### src/rtl/stall_ctrl_unit.sv
`default_nettype none
// ============================================================================
// Module   : stall_ctrl_unit
// Purpose  : Pipeline stall controller. Detects halt, load and jump opcodes in
//            decode, stalls the PC and IF/ID stages for a fixed number of
//            cycles per hazard, holds a HALT state until resume, and counts
//            stalled cycles in a saturating counter.
// Ports    : clk       - single clock, rising edge
//            reset     - synchronous, active-high
//            op        - decode-stage opcode (held while stall=1)
//            valid     - op is a real instruction
//            resume    - one-cycle pulse releasing HALT
//            clr_cnt   - synchronous clear of stall_cnt
//            stall     - combinational stall to PC and IF/ID
//            stall_pm  - stall delayed one cycle, for program memory
//            halted    - registered HALT indication
//            stall_cnt - saturating count of stalled cycles
// Revision : 1.0 - initial release
// ============================================================================
module stall_ctrl_unit #(
  parameter int              OP_W      = 6,
  parameter logic [OP_W-1:0] OP_HLT    = 6'b010001,
  parameter logic [OP_W-1:0] OP_LD     = 6'b010100,
  parameter logic [OP_W-1:0] JMP_MASK  = 6'b111100,
  parameter logic [OP_W-1:0] JMP_MATCH = 6'b011100,
  parameter int              LD_CYC    = 1,
  parameter int              JMP_CYC   = 2,
  parameter int              CNT_W     = 16
) (
  input  logic             clk,
  input  logic             reset,
  input  logic [OP_W-1:0]  op,
  input  logic             valid,
  input  logic             resume,
  input  logic             clr_cnt,
  output logic             stall,
  output logic             stall_pm,
  output logic             halted,
  output logic [CNT_W-1:0] stall_cnt
);

  // Remaining-cycle preloads: the detection cycle is itself a stall cycle.
  localparam logic [3:0]       c_ld_rem  = 4'(LD_CYC - 1);
  localparam logic [3:0]       c_jmp_rem = 4'(JMP_CYC - 1);
  localparam logic [CNT_W-1:0] c_cnt_max = '1;

  typedef enum logic [1:0] {
    IDLE = 2'd0,
    WAIT = 2'd1,
    HALT = 2'd2,
    PASS = 2'd3
  } state_t;

  state_t           state_q, state_d;
  logic [3:0]       rem_q, rem_d;
  logic             stall_pm_q, stall_pm_d;
  logic             halted_q, halted_d;
  logic [CNT_W-1:0] stall_cnt_q, stall_cnt_d;

  logic w_hit_h, w_hit_l, w_hit_j;

  assign w_hit_h = valid && (op == OP_HLT);
  assign w_hit_l = valid && (op == OP_LD);
  assign w_hit_j = valid && ((op & JMP_MASK) == JMP_MATCH);

  always_comb begin
    state_d = state_q;
    rem_d   = rem_q;
    stall   = 1'b0;

    case (state_q)
      IDLE: begin
        stall = w_hit_h || w_hit_l || w_hit_j;
        if (w_hit_h) begin
          state_d = HALT;
        end else if (w_hit_l) begin
          rem_d   = c_ld_rem;
          state_d = (c_ld_rem != 4'd0) ? WAIT : PASS;
        end else if (w_hit_j) begin
          rem_d   = c_jmp_rem;
          state_d = (c_jmp_rem != 4'd0) ? WAIT : PASS;
        end
      end
      WAIT: begin
        stall = 1'b1;
        rem_d = rem_q - 4'd1;
        if (rem_q == 4'd1) begin
          state_d = PASS;
        end
      end
      HALT: begin
        stall = 1'b1;
        if (resume) begin
          state_d = PASS;
        end
      end
      PASS: begin
        // Detection suppressed so the held instruction can advance.
        state_d = IDLE;
      end
      default: begin
        state_d = IDLE;
      end
    endcase

    if (reset) begin
      stall = 1'b0;
    end

    // halted rises with the edge entering HALT and stays up through the
    // releasing PASS cycle, dropping one cycle after HALT is left.
    halted_d   = (state_q == HALT) || (state_d == HALT);
    stall_pm_d = stall;

    stall_cnt_d = stall_cnt_q;
    if (clr_cnt) begin
      stall_cnt_d = '0;
    end else if (stall && (stall_cnt_q != c_cnt_max)) begin
      stall_cnt_d = stall_cnt_q + CNT_W'(1);
    end
  end

  always_ff @(posedge clk) begin
    if (reset) begin
      state_q     <= IDLE;
      rem_q       <= 4'd0;
      stall_pm_q  <= 1'b0;
      halted_q    <= 1'b0;
      stall_cnt_q <= '0;
    end else begin
      state_q     <= state_d;
      rem_q       <= rem_d;
      stall_pm_q  <= stall_pm_d;
      halted_q    <= halted_d;
      stall_cnt_q <= stall_cnt_d;
    end
  end

  assign stall_pm  = stall_pm_q;
  assign halted    = halted_q;
  assign stall_cnt = stall_cnt_q;

endmodule
`default_nettype wire

### config.mk
export PLATFORM = sky130hd
export DESIGN_NAME = stall_ctrl_unit
export DESIGN_NICKNAME = d
export VERILOG_FILES = /design/src/rtl/stall_ctrl_unit.sv
export SDC_FILE = /design/constraint.sdc
export NUM_CORES = 1
export LEC_CHECK = 0
export ABC_AREA = 1
export CAP_MARGIN = 5
export CORE_ASPECT_RATIO = 1.1
export CORE_MARGIN = 2
export CORE_UTILIZATION = 36
export CTS_BUF_LIST = sky130_fd_sc_hd__clkbuf_4 sky130_fd_sc_hd__clkbuf_8
export CTS_CLUSTER_DIAMETER = 150
export DETAILED_ROUTE_END_ITERATION = 7
export SYNTH_ARGS = -nofsm -noshare
export SYNTH_HDL_FRONTEND = slang
export SYNTH_SLANG_ARGS = --single-unit
### constraint.sdc
create_clock -name clk -period 1.6 [get_ports clk]
set_input_delay 0.16 -clock clk [delete_from_list [all_inputs] [get_ports clk]]
set_output_delay 0.16 -clock clk [all_outputs]
set_load 0.05 [all_outputs]
==> impl_metrics.toml, run 1 <==
[setup_path]
crit_start = "state_q[1]"
r2r_setup_slack_ps = 100
cp_slowest_cell = "dfxtp_2"
r2r-start = "state_q[1]"
worstSetupEndpointType = "output port"
r2r-end = "stall_cnt[14]"
crit_arrival_ps = 1400
endpoint = "stall"
max_stage_delay_ps = 330
path_cells = "buf_4, ha_1, nor2_4, and2_4, buf_12"
reg2regPathDepth = 8
required_ps = 1440
critPathMaxFanout = 4
cp-start-kind = "flip-flop"
worst-setup-path-type = "flip-flop to output port"

[hold_path]
holdPathStages = 2
min_path_type = "flip-flop to flip-flop"

[timing]
hold_viol = 0
slew_headroom = 0.844
tightest_slew_ps = 232
final_max_slew_viol_count = 0
clock.fmax_ghz = 0.641
finalCritPeriodShare = 0.974
finClkSkew_ps = 7.46
min_period_ps = 1560
setup_violations = 0

[finish]
nets = 311
area_delta_synth_final_pct = 35.9
fin_cells = 345
drive_gt1_frac = 0.261
num_antenna_cells = 0
postLayoutCoreUtil = 0.508
fill_cells = 421

[routing]
wl_um = 3520
drc = 0
first_iter_violations = 52
drtPass1Iterations = 4
viasPerCell = 4.47
antenna_left = 0
num_vias = 1541
wl_per_cell_um = 10.2

[power_and_ir_drop]
pwr-share-seq = 0.271
combPwrFrac = 0.560
power.switching_w = 0.00134
p_clk_frac = 0.169
power_density_nw_per_um2 = 1450
p_leak_nw = 1.07
swShare = 0.424
p_int_w = 0.00182
peakVddDrop_mv = 0.786

[placement]
place_inst = 336
place_hpwl_um = 2630
place_congestion = 0.856
io_buffers = 29

[clocking]
cts_sinks = 24
clock_latency_ps = 270
cts_buffers = 3
clockBufferDepth = 2
cts.htree.levels = 1
cts_tree = "done"
clk_pin_slew_worst_paths_ps = 90
cts-root-buf = "clkbuf_8"

[die]
initial_utilization = 0.374
core_area_sq_um = 4290
die_h_um = 74.0
fp.dieArea_sq_um = 5000
io_pins = 30
std_cell_rows = 25
die_w_um = 67.6

[yosys]
async_flop_share = 0
synthCells = 243
syn-cell-area_sq_um = 1600
syn_area_per_cell_sq_um = 6.59
synth_edf_count = 0
synth_seq_cells = 24
ys.flop_type = "dfxtp_1"
yosysWarnings = 0
synth_cell_types = 26
yosysSeqAreaShare = 0.300
synth_fp_nets = 262

[run_status]
status = "completed"

[global_routing]
grt_pass1_wl_um = 5980
grt_overflow = 0
grt_max_degree = 28
grt_pass1_vias = 1422
grtUsageTotal = 0.152
antenna_found_initial = 0

[flow_run]
cap_violations = 0
==> flip-flops by register name, summed over array words and instances (netlist names) <==
signal,cells
halted,1
rem_q,4
stall_cnt,16
stall_pm,1
state_q,2
==> how the worst min path moves through the flow <==
stage / from / to / slack, ps
finish: rem_q[2] / rem_q[2] / 520
global route: rem_q[2] / rem_q[2] / 540
CTS: rem_q[2] / rem_q[2] / 510
detailed placement: rem_q[2] / rem_q[2] / 500
global placement: rem_q[2] / rem_q[2] / 500
floorplan: reset / rem_q[2] / 230
==> synth_stat cells (2+ instances only) <==
| cell type | n | area (sq um) |
|---|---|---|
| inv_1 | 39 | 146 |
| xor2_1 | 11 | 96.3 |
| and2_1 | 3 | 18.8 |
| nand4_1 | 11 | 68.8 |
| nor2_1 | 41 | 154 |
| nor2_2 | 2 | 12.5 |
| dfxtp_1 | 24 | 480 |
| nand2_2 | 2 | 12.5 |
| a21oi_1 | 5 | 25.0 |
| nand3_1 | 8 | 40.0 |
| nand2_1 | 62 | 233 |
| o21ai_0 | 8 | 40.0 |
| ha_1 | 8 | 100 |
| nor3_2 | 2 | 20.0 |
| nand3_2 | 2 | 20.0 |
| buf_8 | 2 | 30.0 |
| nor3_1 | 4 | 20.0 |
==> placed cells by master (no fill, tap or decap), types with 2 or more instances in the layout <==
| cell type | count |
|---|---|
| o21ai_0 | 7 |
| nor3_2 | 2 |
| nor2_4 | 2 |
| nand3_2 | 2 |
| dfxtp_4 | 2 |
| nor3_1 | 4 |
| a21oi_1 | 5 |
| nor2_1 | 40 |
| buf_12 | 2 |
| dfxtp_1 | 9 |
| dfxtp_2 | 13 |
| buf_4 | 34 |
| ha_1 | 6 |
| nor2_2 | 2 |
| nand3_1 | 8 |
| xor2_1 | 11 |
| inv_1 | 37 |
| nand2_2 | 2 |
| clkdlybuf4s50_1 | 10 |
| and2_1 | 2 |
| nand4_1 | 11 |
| clkbuf_8 | 3 |
| inv_2 | 2 |
| nand2_1 | 62 |
==> kinds of logic (layout without fill, tap and decap cells) <==
kind of cell / Yosys count / after routing / share of synthesized area
buffers and inverters: 43 / 91 / 0.116
and+or+nand+nor: 142 / 142 / 0.408
AOI/OAI and AO/OA: 14 / 14 / 0.0484
xor gates and xnor gates: 12 / 12 / 0.0656
adders and majority gates: 8 / 8 / 0.0625
DFF: 24 / 24 / 0.300
==> routing by layer <==
metal,GRT usage,up-vias,share of wire
met5,0,-,0
met4,0.0476,0,0.0097
met3,0.0197,2,0.024
met2,0.253,16,0.47
met1,0.204,673,0.50
li1,-,850,-
==> critical path: cells and delay by family, from the launching register on <==
family	cells	cell delay, ps
flip-flops	1	330
adder cells (fa/ha/maj)	1	200
AND/OR/NAND/NOR	2	330
buffers and inverters	2	270
==> what timing repair did <==
item | 4_1_cts | 5_1_grt
hold buffers | 0 | 0
setup endpoints to repair | 1 | 10
gates resized for setup | 6 | 3
gates cloned | 0 | 1
pin swaps | 1 | 1
setup buffers | 1 | 3
==> area by class of cell <==
cell class,instances,area [sq um],area share
inverter,40,151,0.0696
multi-input combinational,176,961,0.442
clock buffer,3,41.3,0.0190
clock inverter,1,30.0,0.0138
sequential,24,504,0.232
timing repair buffer,47,420,0.193
tap,54,67.6,0.0311
==> power by group through the flow <==
| stage | Combinational [W] | Sequential [W] | Clock [W] |
|---|---|---|---|
| finish | 0.00177 | 0.000856 | 0.000536 |
| global route | 0.00198 | 0.000878 | 0.000577 |
| CTS | 0.00167 | 0.000855 | 0.000557 |
| detailed placement | 0.00161 | 0.000864 | 0 |
| global placement | 0.00160 | 0.000863 | 0 |
| floorplan | 0.000873 | 0.00111 | 0 |
==> through the flow <==
step | cell area, sq um | setup TNS, ps | worst slack, ps | hold WS (ps) | power (W)
global route | 2180 | -0.718 | -0.718 | 544 | 0.00343
global placement | 2030 | -222 | -29.7 | 500 | 0.00246
finish | 2180 | 0 | 41.0 | 515 | 0.00316
floorplan | 1640 | 0 | 5.41 | 229 | 0.00199
CTS | 2130 | 0 | 16.9 | 510 | 0.00308
detailed placement | 2030 | -486 | -58.2 | 496 | 0.00247
No activity file was read; power rests on OpenSTA's default activity.
==> run 2, diff against run 1 <==
--- a/config.mk
+++ b/config.mk
@@ -8,10 +8,9 @@
 export ABC_AREA = 1
 export CAP_MARGIN = 5
 export CORE_ASPECT_RATIO = 1.1
-export CORE_MARGIN = 2
 export CORE_UTILIZATION = 36
 export CTS_BUF_LIST = sky130_fd_sc_hd__clkbuf_4 sky130_fd_sc_hd__clkbuf_8
-export CTS_CLUSTER_DIAMETER = 150
+export CTS_CLUSTER_DIAMETER = 40
 export DETAILED_ROUTE_END_ITERATION = 7
 export SYNTH_ARGS = -nofsm -noshare
 export SYNTH_HDL_FRONTEND = slang
==> run 2 against run 1 <==
  * Cell area down 1.6%
  * Setup slack improved by 22 ps
  * Global-route usage is 0.98 points higher
  * Core utilization down 0.79 points
  * Flip-flop and latch count unchanged
  * Critical path depth rose by 1
  * Critical path type unchanged
  * Critical endpoint unchanged
  * Largest power group unchanged
==> impl_metrics.toml, run 2 (same netlist as run 1, synthesis figures left out) <==
[setup_path]
r2r-end = "rem_q[3]"
required_ps = 1440
r2r-start = "state_q[1]"
worst-setup-path-type = "flip-flop to output port"
worstSetupEndpointType = "output port"
r2r_setup_slack_ps = 100
crit_arrival_ps = 1380
cp-start-kind = "flip-flop"
reg2regPathDepth = 8
critPathMaxFanout = 3

[clocking]
cts.htree.levels = 1
cts_sinks = 24
clk_pin_slew_worst_paths_ps = 80
clock_latency_ps = 270
cts_buffers = 3
cts_hold_buffers = 0
clockBufferDepth = 2
cts-root-buf = "clkbuf_8"
cts_tree = "done"

[timing]
clock.fmax_ghz = 0.651
finClkSkew_ps = 5.56
finalCritPeriodShare = 0.960
slew_headroom = 0.742
fin_ws_ps = 63.2
final_max_slew_viol_count = 0
hold_viol = 0
tightest_slew_ps = 383
rsz0062_at_grt = "no"
min_period_ps = 1540
setup_violations = 0

[placement]
place_hpwl_um = 2550
dp_slack_ps = -131
io_buffers = 29
place_congestion = 0.862
dpl_cell_area_sq_um = 2020
place_inst = 336

[die]
fp.dieArea_sq_um = 4720
die_w_um = 65.6
die_h_um = 72.0
io_pins = 30
initial_utilization = 0.374
std_cell_rows = 25
core_area_sq_um = 4290

[global_routing]
antenna_found_initial = 0
grt_max_degree = 28
grtUsageTotal = 0.162
grt_pass1_vias = 1421
grt_overflow = 0
grt_pass1_wl_um = 6060

[finish]
final_common_cell = "nand2_1"
fin_cells = 344
multi_input_area_sq_um = 988
area_delta_synth_final_pct = 33.7
num_antenna_cells = 0
layout_common_cells = "nand2_1, nor2_1, inv_1"
nets = 310
drive_gt1_frac = 0.255
fill_cells = 439
fin_area_sq_um = 2140
largest_register_ffs = 16
seq_area_sq_um = 504

[routing]
drtPass1Iterations = 4
antenna_left = 0
wl_um = 3420
viasPerCell = 4.57
drc = 0
num_vias = 1571
first_iter_violations = 66
wl_per_cell_um = 9.95

[run_status]
status = "completed"

[power_and_ir_drop]
p_leak_nw = 1.04
peakVddDrop_mv = 1.24
power_density_nw_per_um2 = 1390
power_w = 0.00298

[hold_path]
hold-path-endpoint = "rem_q[2]"
min_path_type = "flip-flop to flip-flop"
holdPathStages = 2
hold_start = "rem_q[2]"

[flow_run]
cap_violations = 0
-- run 2: cell types whose count changed in the layout (fill, tap and decap cells not counted) --
cell and delta:
inv_1 +1, buf_12 -1, inv_2 -1, nand3_4 +1, ha_4 +1, ha_2 -1
o21ai_1 -1, bufinv_16 -1, clkbuf_16 -1, o21ai_0 +1, clkbuf_8 +1
-- run 2: metal layers --
layer | part of all wire | GRT usage | routed length (um)
met5 | 0 | 0 | 0
met4 | 0.017 | 0.0580 | 59
met3 | 0.027 | 0.0189 | 91
met2 | 0.45 | 0.261 | 1550
met1 | 0.50 | 0.221 | 1720
-- run 2: cell type report --
| cell class | count | share of cell area |
|---|---|---|
| inverters | 40 | 0.0707 |
| flip-flops and latches | 24 | 0.235 |
| well taps | 54 | 0.0315 |
| clock buffers | 4 | 0.0257 |
| multi-input cells | 177 | 0.461 |
| repair buffers | 45 | 0.175 |
-- run 2: worst max-delay path, cell delays in order, from the launching register on --
cell     delay, ps
dfxtp_2        320
inv_1          130
ha_4           210
inv_1           60
nand3_2         80
and2_4         160
buf_12         140
-- run 2: power by group --
| group | leakage, nW | switching, W | total (W) | internal (W) |
|---|---|---|---|---|
| logic | 0.813 | 0.00102 | 0.00171 | 0.000683 |
| registers | 0.203 | 0.000123 | 0.000859 | 0.000737 |
| clock network | 0.0288 | 0.000198 | 0.000418 | 0.000220 |
-- run 2: how the worst max path moves through the flow --
stage | from | cells after the start | endpoint
2_1_floorplan | stall_cnt[14] | 8 | stall_cnt[8]
3_3_place_gp | op[4] | 8 | stall_cnt[15]
3_5_place_dp | op[4] | 8 | stall_cnt[15]
4_1_cts | state_q[1] | 5 | stall
5_1_grt | state_q[1] | 8 | rem_q[3]
6_report | state_q[1] | 6 | stall
-- run 2: what timing repair did --
action	in CTS	in global routing
gates cloned	0	1
pin swaps	1	2
gates resized for setup	4	5
buffers inserted	2	1
setup endpoints to repair	1	17
-- run 2: metrics by stage --
stage               utilization  TNS (ps)  hold slack, ps
floorplan                     -         0             229
global placement          0.472     -1150             504
detailed placement        0.472     -1800             507
CTS                       0.490         0             521
global route              0.500         0             564
finish                    0.500         0             516
